## src/rtl/cpu_datapath_if.sv

```systemverilog
// cpu_datapath_if: control, memory and I/O bus between the control FSM, memories and the datapath
interface cpu_datapath_if #(parameter int DATA_W = 8, parameter int ADDR_W = 4);
  localparam int INSTR_W = 2 + 3*ADDR_W;
  logic enmem, enir, enrop1, enrop2, enrio, enpc;
  logic [1:0] seloper, selmux, operacion;
  logic [ADDR_W-1:0] imem_addr, dmem_addr;
  logic [INSTR_W-1:0] imem_rdata;
  logic [DATA_W-1:0] dmem_rdata, dmem_wdata, io_out;
  logic dmem_we, io_valid, flag_c, flag_z;
  modport master (
    output enmem, enir, enrop1, enrop2, enrio, enpc, seloper, selmux, imem_rdata, dmem_rdata,
    input operacion, imem_addr, dmem_addr, dmem_wdata, dmem_we, io_out, io_valid, flag_c, flag_z
  );
  modport slave (
    input enmem, enir, enrop1, enrop2, enrio, enpc, seloper, selmux, imem_rdata, dmem_rdata,
    output operacion, imem_addr, dmem_addr, dmem_wdata, dmem_we, io_out, io_valid, flag_c, flag_z
  );
endinterface

```

## src/rtl/cpu_datapath.sv

```systemverilog
// cpu_datapath: PC, IR, operand/result/IO registers, 2-bit ALU and data-memory address mux
module cpu_datapath #(
  parameter int DATA_W = 8,
  parameter int ADDR_W = 4
) (
  input logic clk,
  input logic rst_n,
  cpu_datapath_if.slave bus
);
  localparam int INSTR_W = 2 + 3*ADDR_W;
  logic [ADDR_W-1:0] pc, fa, fb, fc;
  logic [INSTR_W-1:0] ir;
  logic [DATA_W-1:0] rop1, rop2, racc, rio;
  logic [DATA_W:0] sum, dif, alu;
  logic flag_c, flag_z, io_valid;
  assign fa = ir[3*ADDR_W-1:2*ADDR_W];
  assign fb = ir[2*ADDR_W-1:ADDR_W];
  assign fc = ir[ADDR_W-1:0];
  // operand B comes straight off the data bus, so the result is ready in the OP2 cycle
  assign sum = {1'b0, rop1} + {1'b0, bus.dmem_rdata};
  assign dif = {1'b0, rop1} - {1'b0, bus.dmem_rdata};
  assign alu = bus.seloper == 2'b00 ? sum : bus.seloper == 2'b01 ? dif : {1'b0, rop1};
  always_ff @(posedge clk or negedge rst_n) begin
    if (!rst_n) begin
      pc <= '0;
      ir <= '0;
      rop1 <= '0;
      rop2 <= '0;
      racc <= '0;
      rio <= '0;
      flag_c <= 1'b0;
      flag_z <= 1'b0;
      io_valid <= 1'b0;
    end else begin
      if (bus.enpc) pc <= pc + 1'b1;
      if (bus.enir) ir <= bus.imem_rdata;
      if (bus.enrop1) rop1 <= bus.dmem_rdata;
      if (bus.enrop2) begin
        rop2 <= bus.dmem_rdata;
        racc <= alu[DATA_W-1:0];
        flag_c <= alu[DATA_W];
        flag_z <= alu[DATA_W-1:0] == '0;
      end
      if (bus.enrio) rio <= bus.dmem_rdata;
      io_valid <= bus.enrio;
    end
  end
  assign bus.operacion = ir[INSTR_W-1:INSTR_W-2];
  assign bus.imem_addr = pc;
  assign bus.dmem_addr = bus.selmux == 2'b00 ? pc : bus.selmux == 2'b01 ? fa : bus.selmux == 2'b10 ? fb : fc;
  assign bus.dmem_wdata = bus.seloper == 2'b10 ? rop1 : racc;
  assign bus.dmem_we = bus.enmem;
  assign bus.io_out = rio;
  assign bus.io_valid = io_valid;
  assign bus.flag_c = flag_c;
  assign bus.flag_z = flag_z;
endmodule

```

## src/flat_wrapper.sv

```systemverilog
// flat-port wrapper written by rule: the top's interface ports become plain ports
module cpu_datapath_flat 
#(
  parameter int DATA_W = 8,
  parameter int ADDR_W = 4
)
  (clk, rst_n, bus_enmem, bus_enir, bus_enrop1, bus_enrop2, bus_enrio, bus_enpc, bus_seloper, bus_selmux, bus_imem_rdata, bus_dmem_rdata, bus_operacion, bus_imem_addr, bus_dmem_addr, bus_dmem_wdata, bus_dmem_we, bus_io_out, bus_io_valid, bus_flag_c, bus_flag_z);
  cpu_datapath_if #(.DATA_W(DATA_W), .ADDR_W(ADDR_W)) bus_i ();
  input logic clk;
  input logic rst_n;
  input wire logic [$bits(bus_i.enmem)-1:0] bus_enmem;
  input wire logic [$bits(bus_i.enir)-1:0] bus_enir;
  input wire logic [$bits(bus_i.enrop1)-1:0] bus_enrop1;
  input wire logic [$bits(bus_i.enrop2)-1:0] bus_enrop2;
  input wire logic [$bits(bus_i.enrio)-1:0] bus_enrio;
  input wire logic [$bits(bus_i.enpc)-1:0] bus_enpc;
  input wire logic [$bits(bus_i.seloper)-1:0] bus_seloper;
  input wire logic [$bits(bus_i.selmux)-1:0] bus_selmux;
  input wire logic [$bits(bus_i.imem_rdata)-1:0] bus_imem_rdata;
  input wire logic [$bits(bus_i.dmem_rdata)-1:0] bus_dmem_rdata;
  output wire logic [$bits(bus_i.operacion)-1:0] bus_operacion;
  output wire logic [$bits(bus_i.imem_addr)-1:0] bus_imem_addr;
  output wire logic [$bits(bus_i.dmem_addr)-1:0] bus_dmem_addr;
  output wire logic [$bits(bus_i.dmem_wdata)-1:0] bus_dmem_wdata;
  output wire logic [$bits(bus_i.dmem_we)-1:0] bus_dmem_we;
  output wire logic [$bits(bus_i.io_out)-1:0] bus_io_out;
  output wire logic [$bits(bus_i.io_valid)-1:0] bus_io_valid;
  output wire logic [$bits(bus_i.flag_c)-1:0] bus_flag_c;
  output wire logic [$bits(bus_i.flag_z)-1:0] bus_flag_z;
  assign bus_i.enmem = bus_enmem;
  assign bus_i.enir = bus_enir;
  assign bus_i.enrop1 = bus_enrop1;
  assign bus_i.enrop2 = bus_enrop2;
  assign bus_i.enrio = bus_enrio;
  assign bus_i.enpc = bus_enpc;
  assign bus_i.seloper = bus_seloper;
  assign bus_i.selmux = bus_selmux;
  assign bus_i.imem_rdata = bus_imem_rdata;
  assign bus_i.dmem_rdata = bus_dmem_rdata;
  assign bus_operacion = bus_i.operacion;
  assign bus_imem_addr = bus_i.imem_addr;
  assign bus_dmem_addr = bus_i.dmem_addr;
  assign bus_dmem_wdata = bus_i.dmem_wdata;
  assign bus_dmem_we = bus_i.dmem_we;
  assign bus_io_out = bus_i.io_out;
  assign bus_io_valid = bus_i.io_valid;
  assign bus_flag_c = bus_i.flag_c;
  assign bus_flag_z = bus_i.flag_z;
  cpu_datapath #(.DATA_W(DATA_W), .ADDR_W(ADDR_W)) u_core (.clk(clk), .rst_n(rst_n), .bus(bus_i));
endmodule
```

## config.mk

```make
export PLATFORM = sky130hd
export DESIGN_NAME = cpu_datapath_flat
export DESIGN_NICKNAME = d
export VERILOG_FILES = /design/src/rtl/cpu_datapath_if.sv /design/src/rtl/cpu_datapath.sv /design/src/flat_wrapper.sv
export SDC_FILE = /design/constraint.sdc
export NUM_CORES = 1
export LEC_CHECK = 0
export ABC_AREA = 1
export CORE_AREA = 4 4 85 127
export DETAILED_ROUTE_END_ITERATION = 8
export DIE_AREA = 0 0 89 131
export PLACE_DENSITY = 0.49
export SLEW_MARGIN = 30
export SYNTH_ARGS = -nofsm -noshare
export SYNTH_HDL_FRONTEND = slang
export SYNTH_SLANG_ARGS = --single-unit
export TNS_END_PERCENT = 1
```

## constraint.sdc

```tcl
create_clock -name clk -period 3.8 [get_ports clk]
set_input_delay 0.76 -clock clk [delete_from_list [all_inputs] [get_ports clk]]
set_output_delay 0.76 -clock clk [all_outputs]
set_load 0.02 [all_outputs]
```

* After elaboration in Yosys (flattened, before gate mapping)
Cells that the tools add are included.
** Storage, ports and cells
- Logic and storage cells :: 24
- Output and inout port bits :: 30
- Bits in registers :: 45
- Input port bits :: 34
** Operators by class
- Muxes and demuxes :: 6
- Eq/ne operators :: 4
- Reductions and logical operators :: 3
- Add/sub/neg operators :: 3
** Operators by type and width (number)
- $mux 9 :: 2
- $mux 4 :: 3
- $add 8x8->9 :: 1
- $sub 8x8->9 :: 1
- $logic_not 8->1 :: 1
- $mux 8 :: 1
- $add 4x1->4 const B :: 1
- $eq 2x1->1 const B :: 2
- $eq 2x2->1 const B :: 2
- $logic_not 2->1 :: 2

* Longest topological paths before layout
- Depth after elaboration :: 4
- Mapped depth :: 14
- Depth with buffers taken out :: 14

* Worst setup path after synthesis
OpenSTA, ideal clock, no wires.
- Path type :: input-to-output
- Start point :: input port bus_seloper[1]
- End point :: output port bus_dmem_wdata[0]
- Setup slack :: 1.293 ns
- Data arrival time :: 1.747 ns
- Required time :: 3.040 ns
- Buffers on the path :: 2
- Cell stages on the path :: 4
- Cell sequence :: clkbuf_4 > nand2_1 > clkbuf_1 > o21ai_0
** Between the ends
- Cells in the longest elaborated chain, start to end :: 2
** Ends and longest elaborated chain
- from (decl) :: line flat_wrapper.sv:17 : input wire logic [$bits(bus_i.seloper)-1:0] bus_seloper;
- $eq 2x2->1 :: line cpu_datapath.sv:51 : assign bus.dmem_wdata = bus.seloper == 2'b10 ? rop1 : racc;
- $mux 8 :: line cpu_datapath.sv:51
- to (decl) :: line flat_wrapper.sv:24 : output wire logic [$bits(bus_i.dmem_wdata)-1:0] bus_dmem_wdata;
Every way passes these cells.

* Worst setup path after layout
- Start point :: input port bus_seloper[0]
- End point :: output port bus_dmem_wdata[0]
Same word-level chain as after synthesis.

==> reports/metrics.csv <==
metric;value;unit
ff2ff_setup_slack;1740;ps
crit_path_end;bus_dmem_wdata[0];
relSlewSlack;0.528;
post-synth-top-area-fraction;0.398;
placementRows;44;
nFillCells;1001;
fp.dieArea;0.0117;mm²
synth_common_cells;nand2_1, dfrtp_1, inv_1;
start_kind;input port;
synth_cells;360;
seqPwrFrac;0.369;
worstPathArrival;2720;ps
reg2regPathDepth;13;
ys_types;30;
power.switching;549;µW
insertion_delay;290;ps
yosysTopAreaCell;dfrtp_1;
finalCritPeriodShare;0.916;
dr.pass1.iters;6;
synth-main-ff-cell;dfrtp_1;
dpl_worst_slack;304;ps
grt_use_total;0.147;
hold_buffers;0;
crit_required;3040;ps
grt_max_degree;46;
cts_resized;0;
status;finished clean;
area_delta_synth_final;30.2;%
core_area;0.00963;mm²
fin_tns_setup;0;ps
cts_root_buf;clkbuf_16;
n_antenna_cell;0;
rsz0062_at_grt;false;
cts_tree;done;
place_congestion;0.868;
r2r-end;u_core.bus.flag_z;
drive_above_1_share;0.0959;
irDropWorstVdd;0.000392;V
syn-cell-area;0.00283;mm²
portBuffers;61;
max_cap_violations;0;
wl;8020;µm
drt_iter0_drc;85;
seq_area_frac_synth;0.398;
min_period;3480;ps
final-hold-violation-count;0;
timing.rr.start;u_core.rop1[0];
endpoint_kind;output port;
clkPwrFrac;0.303;
min_path_type;in2async;
worst-path-max-fanout;16;
swShare;0.335;
p_total;1640;µW
numCtsBuffers;5;
ant_nets;0;
power.density;445;mW/mm²
p_leak;0.00176;µW
power_frac_comb;0.328;
ys_ff_latch;45;
yosysWarnings;0;
grt_pass1_vias;2541;
multiInputGateArea;0.00147;mm²
tightestPinTransition;705;ps
clockBufferDepth;2;
path_clk_slew;60;ps
clock_skew;6.22;ps
synthTopCellsByArea;dfrtp_1, nand2_1, ha_1;
worst_slack;320;ps
synth_edf_count;0;
initial_core_util;0.294;
antenna_found_initial;0;
finalInstanceArea;0.00369;mm²
drc;0;
synthArstFlopShare;1.00;
syn_nets;414;
die_h;131;µm
grt_pass1_wl;13000;µm
cp-startpoint;bus_seloper[0];
viasPerCell;4.69;
finalSetupViolCount;0;
synth.avg_cell_area;7.87;µm²
slew_viol_final;0;
register_area;0.00113;mm²
io_pins;64;
fmax;287;MHz
htreeDepth;2;
grt_overflow;0;
via_count;2496;
place_area;0.00353;mm²
fin_util;0.383;
hpwl;6370;µm
p_int;1090;µW
wire_per_inst;15.1;µm
cts_setup_buffers;0;
numClockSinks;45;
nets;471;
worst-setup-path-type;in2out;
yosysMostFrequentCell;nand2_1;
die_w;89;µm
-- layer usage --
metal,vias to the layer above,global-route usage,routed length (µm),part of all wire
met5,-,0,0,0
met4,0,0.0578,183,0.023
met3,11,0.0251,402,0.050
met2,61,0.259,4180,0.52
met1,1152,0.174,3250,0.41
li1,1272,-,-,-
-- layout make-up --
class                           instances  area share
Multi-Input combinational cell        257       0.399
Timing Repair Buffer                   62       0.167
Clock inverter                          2     0.00950
Sequential cell                        45       0.305
Inverter                               46      0.0468
Tap cell                              115      0.0390
Clock buffer                            5      0.0339
-- power by group through the flow --
stage | combinational, µW | clock (µW) | sequential (µW)
2_1_floorplan | 283 | 0 | 639
6_report | 538 | 496 | 606
5_1_grt | 602 | 529 | 617
4_1_cts | 546 | 508 | 607
3_3_place_gp | 539 | 0 | 617
3_5_place_dp | 543 | 0 | 615
-- through the flow --
stage | hold WS (ps) | std cells
floorplan | 449 | 360
global placement | 464 | 525
detailed placement | 469 | 525
CTS | 488 | 532
global route | 509 | 532
finish | 472 | 532
-- placed cells by master, fill, tap and decap left out, types with 5 or more instances in the layout --
| cell type | n |
|---|---|
| nand2_1 | 104 |
| clkdlybuf4s50_1 | 60 |
| dfrtp_1 | 45 |
| inv_1 | 43 |
| o21ai_0 | 26 |
| nand3_1 | 24 |
| nor2_1 | 20 |
| ha_1 | 18 |
| a21oi_1 | 14 |
| mux2_2 | 12 |
| nor2_2 | 6 |
| clkbuf_16 | 5 |
-- cell families (layout without fill, tap and decap cells) --
family | Yosys count | in the layout | share of synthesized area
AO/OA/AOI/OAI | 56 | 56 | 0.116
XOR/XNOR | 3 | 3 | 0.00928
adder cells (fa/ha/maj) | 20 | 20 | 0.0936
buffers and inverters | 58 | 115 | 0.0835
flip-flops | 45 | 45 | 0.398
multiplexers | 12 | 12 | 0.0477
AND/OR/NAND/NOR | 166 | 166 | 0.253
-- critical path, stage by stage --
cell	delay [ps]
clkdlybuf4s50_1	440
inv_1	100
nand2_1	340
o21ai_0	380
clkdlybuf4s50_1	690
-- worst min-delay path by stage --
| stage | startpoint | end |
|---|---|---|
| global route | u_core.racc[6] | u_core.racc[6] |
| CTS | u_core.bus.flag_z | u_core.bus.flag_z |
| finish | rst_n | u_core.ir[0] |
| global placement | u_core.bus.flag_z | u_core.bus.flag_z |
| floorplan | u_core.racc[3] | u_core.racc[3] |
| detailed placement | u_core.bus.flag_z | u_core.bus.flag_z |
-- state kept, by name, indices dropped and copies added, names as in the netlist --
signal and flops:
u_core.rop1 8, u_core.bus.io_out 8, u_core.racc 8, u_core.bus.flag_z 1
u_core.bus.flag_c 1, u_core.bus.imem_addr 4, u_core.bus.io_valid 1, u_core.ir 14
Power figures use the tool's default switching activity.
